### src/rtl/fixed_add_arbiter.sv
// Two-requester round-robin front end for one shared 8.23 fixed-point adder.
// Each accepted pair is added in a single cycle and returned on a tagged response channel.
module fixed_add_arbiter #(
    parameter int INT_W  = 8,
    parameter int FRAC_W = 23
) (
    input  logic              clk,
    input  logic              rst_n,

    input  logic              req0_valid,
    output logic              req0_ready,
    input  logic [INT_W-1:0]  req0_a_int,
    input  logic [INT_W-1:0]  req0_b_int,
    input  logic [FRAC_W-1:0] req0_a_frac,
    input  logic [FRAC_W-1:0] req0_b_frac,

    input  logic              req1_valid,
    output logic              req1_ready,
    input  logic [INT_W-1:0]  req1_a_int,
    input  logic [INT_W-1:0]  req1_b_int,
    input  logic [FRAC_W-1:0] req1_a_frac,
    input  logic [FRAC_W-1:0] req1_b_frac,

    output logic              rsp_valid,
    input  logic              rsp_ready,
    output logic              rsp_id,
    output logic [INT_W-1:0]  rsp_int,
    output logic [FRAC_W-1:0] rsp_frac,
    output logic              rsp_ovf,
    output logic              busy
);

    localparam int W = INT_W + FRAC_W;

    typedef enum logic [1:0] {
        IDLE  = 2'd0,
        ISSUE = 2'd1,
        RESP  = 2'd2
    } state_t;

    state_t state;
    state_t state_next;

    logic         last_grant;
    logic         grant;
    logic         accept;

    logic [W-1:0] op_a;
    logic [W-1:0] op_b;
    logic         op_id;
    logic [W-1:0] win_a;
    logic [W-1:0] win_b;
    logic [W:0]   sum_full;

    // Winner selection: a lone requester wins; on a tie the one not served last wins.
    always_comb begin
        // NOTE: every always_comb output gets a default first so no path can infer a latch.
        grant = 1'b0;
        if (req0_valid && req1_valid) begin
            grant = ~last_grant;
        end else if (req1_valid) begin
            grant = 1'b1;
        end
    end

    assign accept = (req0_valid && req0_ready) || (req1_valid && req1_ready);

    assign win_a = grant ? {req1_a_int, req1_a_frac} : {req0_a_int, req0_a_frac};
    assign win_b = grant ? {req1_b_int, req1_b_frac} : {req0_b_int, req0_b_frac};

    // Zero-extend so the carry out of the integer MSB lands in the top bit.
    assign sum_full = {1'b0, op_a} + {1'b0, op_b};

    // State register.
    always_ff @(posedge clk) begin
        // NOTE: sequential state uses non-blocking assignments so every register samples pre-edge values.
        if (!rst_n) begin
            state <= IDLE;
        end else begin
            state <= state_next;
        end
    end

    // Next-state logic.
    always_comb begin
        state_next = state;
        unique case (state)
            IDLE:    if (accept)    state_next = ISSUE;
            ISSUE:                  state_next = RESP;
            RESP:    if (rsp_ready) state_next = IDLE;
            default:                state_next = IDLE;
        endcase
    end

    // Output logic: ready only in IDLE, only for the winner, and never during reset.
    always_comb begin
        req0_ready = 1'b0;
        req1_ready = 1'b0;
        rsp_valid  = 1'b0;
        busy       = 1'b1;
        unique case (state)
            IDLE: begin
                busy       = 1'b0;
                req0_ready = rst_n && req0_valid && !grant;
                req1_ready = rst_n && req1_valid &&  grant;
            end
            ISSUE: ;
            RESP:  rsp_valid = 1'b1;
            default: busy = 1'b0;
        endcase
    end

    // Round-robin history; reset value 1 lets requester 0 win the first tie.
    always_ff @(posedge clk) begin
        if (!rst_n) begin
            last_grant <= 1'b1;
        end else if (state == IDLE && accept) begin
            last_grant <= grant;
        end
    end

    // NOTE: operand registers carry no reset; they are always written on accept before ISSUE reads them.
    always_ff @(posedge clk) begin
        if (state == IDLE && accept) begin
            op_a  <= win_a;
            op_b  <= win_b;
            op_id <= grant;
        end
    end

    // Response registers load in ISSUE and hold through RESP until the handshake.
    always_ff @(posedge clk) begin
        if (!rst_n) begin
            rsp_id   <= 1'b0;
            rsp_int  <= '0;
            rsp_frac <= '0;
            rsp_ovf  <= 1'b0;
        end else if (state == ISSUE) begin
            rsp_id   <= op_id;
            rsp_int  <= sum_full[W-1:FRAC_W];
            rsp_frac <= sum_full[FRAC_W-1:0];
            rsp_ovf  <= sum_full[W];
        end
    end

endmodule

### config.mk
export PLATFORM = sky130hd
export DESIGN_NAME = fixed_add_arbiter
export DESIGN_NICKNAME = d
export VERILOG_FILES = /design/src/rtl/fixed_add_arbiter.sv
export SDC_FILE = /design/constraint.sdc
export NUM_CORES = 1
export LEC_CHECK = 0
export BUFFER_PORTS_ARGS = -buffer_cell sky130_fd_sc_hd__buf_2
export CAP_MARGIN = 20
export CORE_MARGIN = 5
export CORE_UTILIZATION = 40
export CTS_CLUSTER_SIZE = 40
export DETAILED_ROUTE_END_ITERATION = 12
export PLACE_DENSITY = 0.64
export SYNTH_ARGS = -nofsm -noshare
export SYNTH_HDL_FRONTEND = slang
export SYNTH_SLANG_ARGS = --single-unit
### constraint.sdc
create_clock -name clk -period 13.19 [get_ports clk]
set_clock_uncertainty 0.2 [all_clocks]
set_input_delay 2.638 -clock clk [delete_from_list [all_inputs] [get_ports clk]]
set_output_delay 2.638 -clock clk [all_outputs]
set_load 0.02 [all_outputs]
==> results of run 1 <==
-- cell families (layout without fill, tap and decap cells) --
kind of cell | after synthesis | count (layout)
AO/OA/AOI/OAI | 122 | 122
AND/OR/NAND/NOR | 113 | 113
flip-flops | 99 | 99
multiplexers | 75 | 75
adder cells (fa/ha/maj) | 36 | 36
buffers and inverters | 32 | 195
XOR/XNOR | 24 | 24
-- through the flow --
step	util (%)	worst slack [ns]	total power, W	hold WS [ns]
floorplan	-	4.832	0.0005915	0.2530
global placement	47.73	6.417	0.0006613	0.2447
detailed placement	47.73	6.374	0.0006685	0.2523
CTS	49.93	6.374	0.0009350	0.2670
global route	49.93	6.259	0.0009821	0.2960
finish	49.93	6.425	0.0009249	0.2613
-- worst paths after layout --
check	start	to	slack (ns)	cells past startpoint
hold / removal	rsp_frac[22]$_SDFFE_PN0N_	rsp_frac[22]$_SDFFE_PN0N_	0.26	2
hold reg to reg	rsp_frac[22]$_SDFFE_PN0N_	rsp_frac[22]$_SDFFE_PN0N_	0.26	2
setup / recovery	req0_valid	req1_ready	6.42	5
setup reg to reg	op_a[0]$_DFFE_PP_	rsp_int[7]$_SDFFE_PN0N_	9.68	10
-- sequential cells by signal, indices dropped and copies added (netlist names) --
| register | cells |
|---|---|
| op_a | 31 |
| op_b | 31 |
| rsp_frac | 23 |
| rsp_int | 8 |
| state | 2 |
| last_grant | 1 |
| op_id | 1 |
| rsp_id | 1 |
| rsp_ovf | 1 |
-- cell type report --
cell class / count / area (µm²)
well taps: 180 / 225.2
inverters: 11 / 41.29
fillers: 1293 / 6897
multi-input cells: 370 / 2846
repair buffers: 168 / 848.3
clock inverters: 6 / 63.81
clock buffers: 10 / 239.0
flip-flops and latches: 99 / 2613
-- tightest hold or removal path, cell delays in order (launching register included) --
cell and delay (ns):
dfxtp_1 0.33, nand2_1 0.05, o21ai_0 0.06
-- cell usage after synthesis (4+ instances only) --
library cell | instances | area share (%)
a211oi_1 | 6 | 0.81
a21boi_0 | 4 | 0.54
a21o_1 | 19 | 2.6
a21oi_1 | 29 | 2.6
and3_1 | 5 | 0.56
clkbuf_1 | 17 | 1.1
dfxtp_1 | 36 | 13
edfxtp_1 | 63 | 34
ha_1 | 35 | 7.9
inv_1 | 11 | 0.74
mux2_2 | 62 | 13
mux2i_1 | 13 | 2.3
nand2_1 | 32 | 2.2
nand2b_1 | 4 | 0.45
nand3_1 | 15 | 1.3
nor2_1 | 37 | 2.5
o211ai_1 | 5 | 0.67
o21ai_0 | 28 | 2.5
xnor2_1 | 13 | 2.0
xor2_1 | 11 | 1.7
-- power breakdown --
group | internal (W) | leakage, nW | total (W) | switching [W]
clock | 0.000152 | 0.145 | 0.000263 | 0.000111
combinational | 0.000119 | 1.91 | 0.000275 | 0.000156
sequential | 0.000372 | 0.890 | 0.000387 | 0.0000154
-- per-layer routing --
layer	up-vias	part of all wire (%)	global-route usage [%]
li1	2184	-	-
met5	-	0	0
met3	13	5.3	2.792
met2	134	48	25.94
met4	0	1.6	6.117
met1	2002	45	19.52
==> qor.csv, run 1 <==
stage,metric,value,unit
outcome,outcome,finished clean,
sta,Setup Viol. Count Final,0,
cts,TritonCTS buffer count,9,
synthesis,Mapped Cells,501,
sta,min Tclk post-route,6.765,ns
layout,final instance area,0.006877,mm²
sta,Max Transition Viols Final,0,
global_route,all-layer global routing usage,15.37,%
sta,final hold violation count,0,
global_route,total grt overflow,0,
route,"antenna viol nets, final",0,
setup_path,critical path's slowest cell,buf_4,
synthesis,Post-Synth Simple-Gate Area,9.397,%
synthesis,Synth Area in XOR/XNOR,3.777,%
power_and_ir_drop,pwr/cell area,134.5,mW/mm²
placement,placed cells,828,
synthesis,"FF+latch count, synth",99,
power_and_ir_drop,Peak supply drop,0.00006736,V
sta,max frequency,0.1478,GHz
setup_path,critical path arrival,3.93,ns
cts,CTS HTree Levels,3,
synthesis,syn nets,666,
route,final wirelength,12370,µm
layout,fraction of final layout cells sized beyond drive strength 1,38.55,%
setup_path,sequence of cells on the critical path,buf_2 > a21boi_4 > buf_4 > and3_1 > buf_2,
global_route,first-pass GRT wire length,20340,µm
synthesis,async set-reset flop share out of synthesis,0,%
sta,RSZ-0062 raised after global routing,no,
floorplan,chip height,128.0,µm
synthesis,register area share after synthesis,46.94,%
setup_path,CP endpoint kind,output port,
cts,worst-case clock buffer depth,2,
global_route,vias in the first global route,4377,
cts,clk slew on worst S/H paths,0.06,ns
synthesis,main combinational cell family by area after synthesis,multiplexers,
cts,CTS root buffer,clkbuf_16,
setup_path,worst-path maximum fanout,65,
global_route,initial antenna violation count,0,
floorplan,Initial Utilization,40.41,%
placement,Placed Area,0.006574,mm²
layout,final net count,824,
power_and_ir_drop,Lkg Pwr,2.943,nW
route,vias per cell,5.134,
synthesis,Unique masters post-synth,53,
sta,period utilization,51.29,%
setup_path,CP required,10.35,ns
setup_path,Bufs and invs on worst path,3,
synthesis,Synth Cell Area,0.005565,mm²
sta,slew margin rel.,37.11,%
global_route,pin count of the biggest net entering global routing,67,
placement,post-DP HPWL,9366,µm
route,drt drc,0,
route,WL/cell,14.65,µm
route,vias post-DR,4333,
floorplan,Die X,128.0,µm
route,drt first-iter violations,322,
floorplan,core area,0.01377,mm²
cts,hold buffers post-CTS,0,
floorplan,row count,43,
layout,"commonest cells after routing, fill and taps aside","165 x buf_2, 63 x edfxtp_1, 62 x mux2_2",
floorplan,IO Pins,166,
placement,IO buf count,165,
synthesis,Post-synth EDFFs,63,
sta,setup TNS,0,ns
cts,"Clk Latency, worst-skew pair",0.34,ns
setup_path,Setup Crit Path Kind,primary input to output port,
sta,Worst-Margin Slew,0.9399,ns
cts,cts repair resizes,0,
synthesis,Synthesis Warnings,0,
setup_path,CP peak stage delay,0.61,ns
setup_path,nature of the critical path startpoint,primary input,
layout,"non-filler cells, final",844,
synthesis,Compound-Gate Fraction of Synth Area,14.57,%
synthesis,syn avg cell area,11.11,µm²
cts,CTS tree,built,
job,max-cap viol count,0,
synthesis,adder-cell area share of the yosys netlist,8.228,%
setup_path,"most used cell, CP",buf_2,
placement,routability cong.,0.8714,
floorplan,die footprint,0.01637,mm²
min_path,min-delay worst type,register to register,
layout,"commonest non-fill, non-tap cell in the layout",buf_2,
layout,P&R area growth vs syn,23.56,%
cts,Setup Buffers After CTS,0,
synthesis,post-synthesis mux area share,14.88,%
setup_path,CP top delay family,buffers and inverters,
layout,ant diodes,0,
route,DRT Pass-1 Iters,7,
synthesis,main flop type after synthesis,edfxtp_1,
cts,Sink Count,99,
No activity file was read; power rests on OpenSTA's default activity.
==> run 2: changes to the inputs <==
Settings changed: ABC_AREA from default to 1, PLACE_DENSITY 0.64 to 0.65.
Clock period 13.19 ns to 5.8 ns, I/O delays scaled along.
==> run 2 against run 1 <==
Effect of this change: area after synthesis rose by 14%; non-clock buffer count stayed put; worst setup slack lost 4.8 ns; sequential power rose to 2.7 times the previous value; largest power group is now combinational logic; clock power rose by 130%; global-route usage rose by 1.7 points; synthesized cell count is 88% higher.
==> qor.csv, run 2 <==
stage,metric,value,unit,change
cts,CTS HTree Levels,3,,unchanged
global_route,total grt overflow,0,,unchanged
floorplan,chip height,136.2,µm,+6.4%
layout,"commonest non-fill, non-tap cell in the layout",nand2_1,,
min_path,hold depth,2,,unchanged
sta,WHS,0.2722,ns,+0.01094 ns
layout,"commonest cells after routing, fill and taps aside","405 x nand2_1, 165 x buf_2, 136 x inv_1",,
outcome,outcome,finished clean,,
sta,Setup Viol. Count Final,0,,unchanged
layout,fraction of final layout cells sized beyond drive strength 1,18.26,%,-20 points
setup_path,Reg-to-Reg Start,last_grant$_SDFFE_PN1P_,,
sta,period utilization,71.56,%,
cts,clk slew on worst S/H paths,0.07,ns,about the same
synthesis,Post-synth EDFFs,63,,unchanged
power_and_ir_drop,Lkg Pwr,4.351,nW,+48%
route,"antenna viol nets, final",0,,unchanged
route,drt drc,0,,unchanged
setup_path,nature of the critical path startpoint,primary input,,
sta,setup TNS,0,ns,unchanged
synthesis,Mapped Cells,940,,+88%
cts,Setup Buffers After CTS,0,,unchanged
floorplan,Die X,136.2,µm,+6.4%
synthesis,"FF+latch count, synth",99,,unchanged
synthesis,Synthesis Warnings,0,,unchanged
power_and_ir_drop,internal power,0.001778,W,+180%
global_route,initial antenna violation count,0,,unchanged
synthesis,register area share after synthesis,41.03,%,-5.9 points
synthesis,syn avg cell area,6.774,µm²,-39%
sta,final hold violation count,0,,unchanged
route,vias post-DR,5817,,+34%
floorplan,IO Pins,166,,unchanged
job,max-cap viol count,0,,unchanged
synthesis,top-area cell type share of the netlist area,29.71,%,-4.3 points
synthesis,"count leader, synth",nand2_1,,
placement,post-DP HPWL,12470,µm,+33%
global_route,first-pass GRT wire length,25300,µm,+24%
cts,CTS tree,built,,
route,final wirelength,15320,µm,+24%
min_path,hold endpoint,last_grant$_SDFFE_PN1P_,,
sta,min Tclk post-route,4.151,ns,
layout,fin util,48.83,%,-1.1 points
cts,"Clk Latency, worst-skew pair",0.35,ns,about the same
floorplan,Initial Utilization,40.38,%,about the same
cts,TritonCTS buffer count,9,,unchanged
layout,final net count,1261,,+53%
route,vias per cell,4.417,,-14%
global_route,pin count of the biggest net entering global routing,65,,-3.0%
placement,placed cells,1301,,+57%
cts,CTS root buffer,clkbuf_16,,
cts,hold buffers post-CTS,0,,unchanged
power_and_ir_drop,pwr/cell area,396.8,mW/mm²,+200%
synthesis,synth top area cells,"edfxtp_1 30%, nand2_1 24%, dfxtp_1 11%, inv_1 8.0%, ha_1 6.9%",,
placement,routability cong.,0.8702,,-0.14%
setup_path,CP endpoint kind,output port,,
synthesis,syn nets,1105,,+66%
placement,pre-CTS WS,1.602,ns,-4.772 ns
sta,slew margin rel.,33.57,%,-3.5 points
synthesis,main flop type after synthesis,edfxtp_1,,
floorplan,row count,46,,+7.0%
setup_path,r2r setup slk,3.21,ns,-6.47 ns
setup_path,critical path arrival,2.79,ns,-1.14 ns
min_path,Worst Hold Launch,last_grant$_SDFFE_PN1P_,,
layout,"non-filler cells, final",1317,,+56%
sta,Worst-Margin Slew,0.9965,ns,+0.05651 ns
setup_path,Setup Crit Path Kind,primary input to output port,,
power_and_ir_drop,Clock Power Share,19.5,%,-8.9 points
cts,cts repair resizes,0,,unchanged
layout,largest registers,"op_a: 31 flops, op_b: 31 flops, rsp_frac: 23 flops",,
layout,ant diodes,0,,unchanged
setup_path,Worst R2R End,op_a[7]$_DFFE_PP_,,
sta,Max Transition Viols Final,0,,unchanged
setup_path,CP required,4.44,ns,-5.91 ns
route,WL/cell,11.63,µm,-21%
route,DRT Pass-1 Iters,5,,-2
cts,Sink Count,99,,unchanged
min_path,min-delay worst type,register to register,,
floorplan,core area,0.01577,mm²,+14%
synthesis,post-synth top area cell,edfxtp_1,,
sta,RSZ-0062 raised after global routing,no,,
power_and_ir_drop,sequential power share,34.0,%,-7.8 points
floorplan,die footprint,0.01854,mm²,+13%
power_and_ir_drop,NetSw,0.001277,W,+350%
layout,P&R area growth vs syn,20.93,%,
global_route,all-layer global routing usage,17.08,%,+1.7 points
power_and_ir_drop,Peak supply drop,0.0001638,V,+140%
route,drt first-iter violations,253,,-21%
cts,worst-case clock buffer depth,2,,unchanged
power_and_ir_drop,Switching Fraction,41.80,%,+11 points
sta,max frequency,0.2409,GHz,
setup_path,Worst R2R Path Depth,7,,-3
global_route,vias in the first global route,5419,,+24%
power_and_ir_drop,Logic pwr share,46.5,%,+17 points
placement,IO buf count,165,,unchanged
synthesis,Unique masters post-synth,29,,-45%
synthesis,async set-reset flop share out of synthesis,0,%,unchanged
synthesis,Post-synth top cells,"406 x nand2_1, 136 x inv_1, 105 x nor2_1, 63 x edfxtp_1, 42 x nand3_1",,
sta,setup ws final,1.649,ns,-4.775 ns
synthesis,Synth Cell Area,0.006367,mm²,+14%
setup_path,worst-path maximum fanout,64,,-1.5%
==> run 2: cell types whose count changed after synthesis, moves of 6 or more <==
| cell | previous run | this run |
|---|---|---|
| a21o_1 | 19 | 1 |
| nand2_1 | 32 | 406 |
| nand3_1 | 15 | 42 |
| mux2i_1 | 13 | 0 |
| xnor2_1 | 13 | 1 |
| inv_1 | 11 | 136 |
| a211oi_1 | 6 | 0 |
| nand2_2 | 0 | 7 |
| nor2_1 | 37 | 105 |
| o21ai_0 | 28 | 20 |
| mux2_2 | 62 | 0 |
==> run 2: worst max-delay path by stage <==
| stage | to | from |
|---|---|---|
| global placement | req0_ready | req0_valid |
| finish | req0_ready | req0_valid |
| global route | req0_ready | req0_valid |
| detailed placement | req0_ready | req0_valid |
| CTS | req0_ready | req0_valid |
| floorplan | op_a[0]$_DFFE_PP_ | rst_n |
==> run 2: metrics by stage <==
step                cell area [µm²]  total power, W
global placement               7398        0.002472
global route                   7700        0.003340
detailed placement             7398        0.002480
CTS                            7700        0.003088
floorplan                      6367        0.002078
finish                         7700        0.003055
==> run 2: logic make-up (layout without fill, tap and decap cells) <==
family / Yosys count / after routing / share of synthesized area (%)
AO/OA/AOI/OAI: 53 / 53 / 4.382
XOR/XNOR: 14 / 14 / 1.926
adder cells (fa/ha/maj): 36 / 36 / 7.192
buffers and inverters: 162 / 323 / 9.609
flip-flops: 99 / 99 / 41.03
AND/OR/NAND/NOR: 576 / 576 / 35.86
==> run 2: layout make-up <==
class / count / area, µm²
multi-input cells: 679 / 3146
fillers: 1665 / 8070
clock inverters: 7 / 76.32
flip-flops and latches: 99 / 2613
clock buffers: 9 / 225.2
repair buffers: 168 / 848.3
inverters: 139 / 521.8
well taps: 216 / 270.3
==> run 2: power by group through the flow <==
| stage | registers (W) | logic (W) | clock network [W] |
|---|---|---|---|
| after floorplan | 0.00116 | 0.000919 | 0 |
| after global routing | 0.00106 | 0.00163 | 0.000647 |
| after detailed placement | 0.00105 | 0.00143 | 0 |
| final | 0.00104 | 0.00142 | 0.000595 |
| after CTS | 0.00104 | 0.00143 | 0.000615 |
| after global placement | 0.00105 | 0.00142 | 0 |
==> run 2: layer usage <==
layer  part of all wire, %  global-route usage, %
met4                   1.7                  6.831
met1                    52                  25.52
met5                     0                      0
met3                   5.9                  3.183
met2                    41                  24.16
==> run 2: critical path, cell delays in order <==
cell and delay, ns:
buf_2 0.09, nand2_1 0.06, nand2_2 0.06, buf_4 0.47, inv_2 0.55, nor2_1 0.21, buf_2 0.19
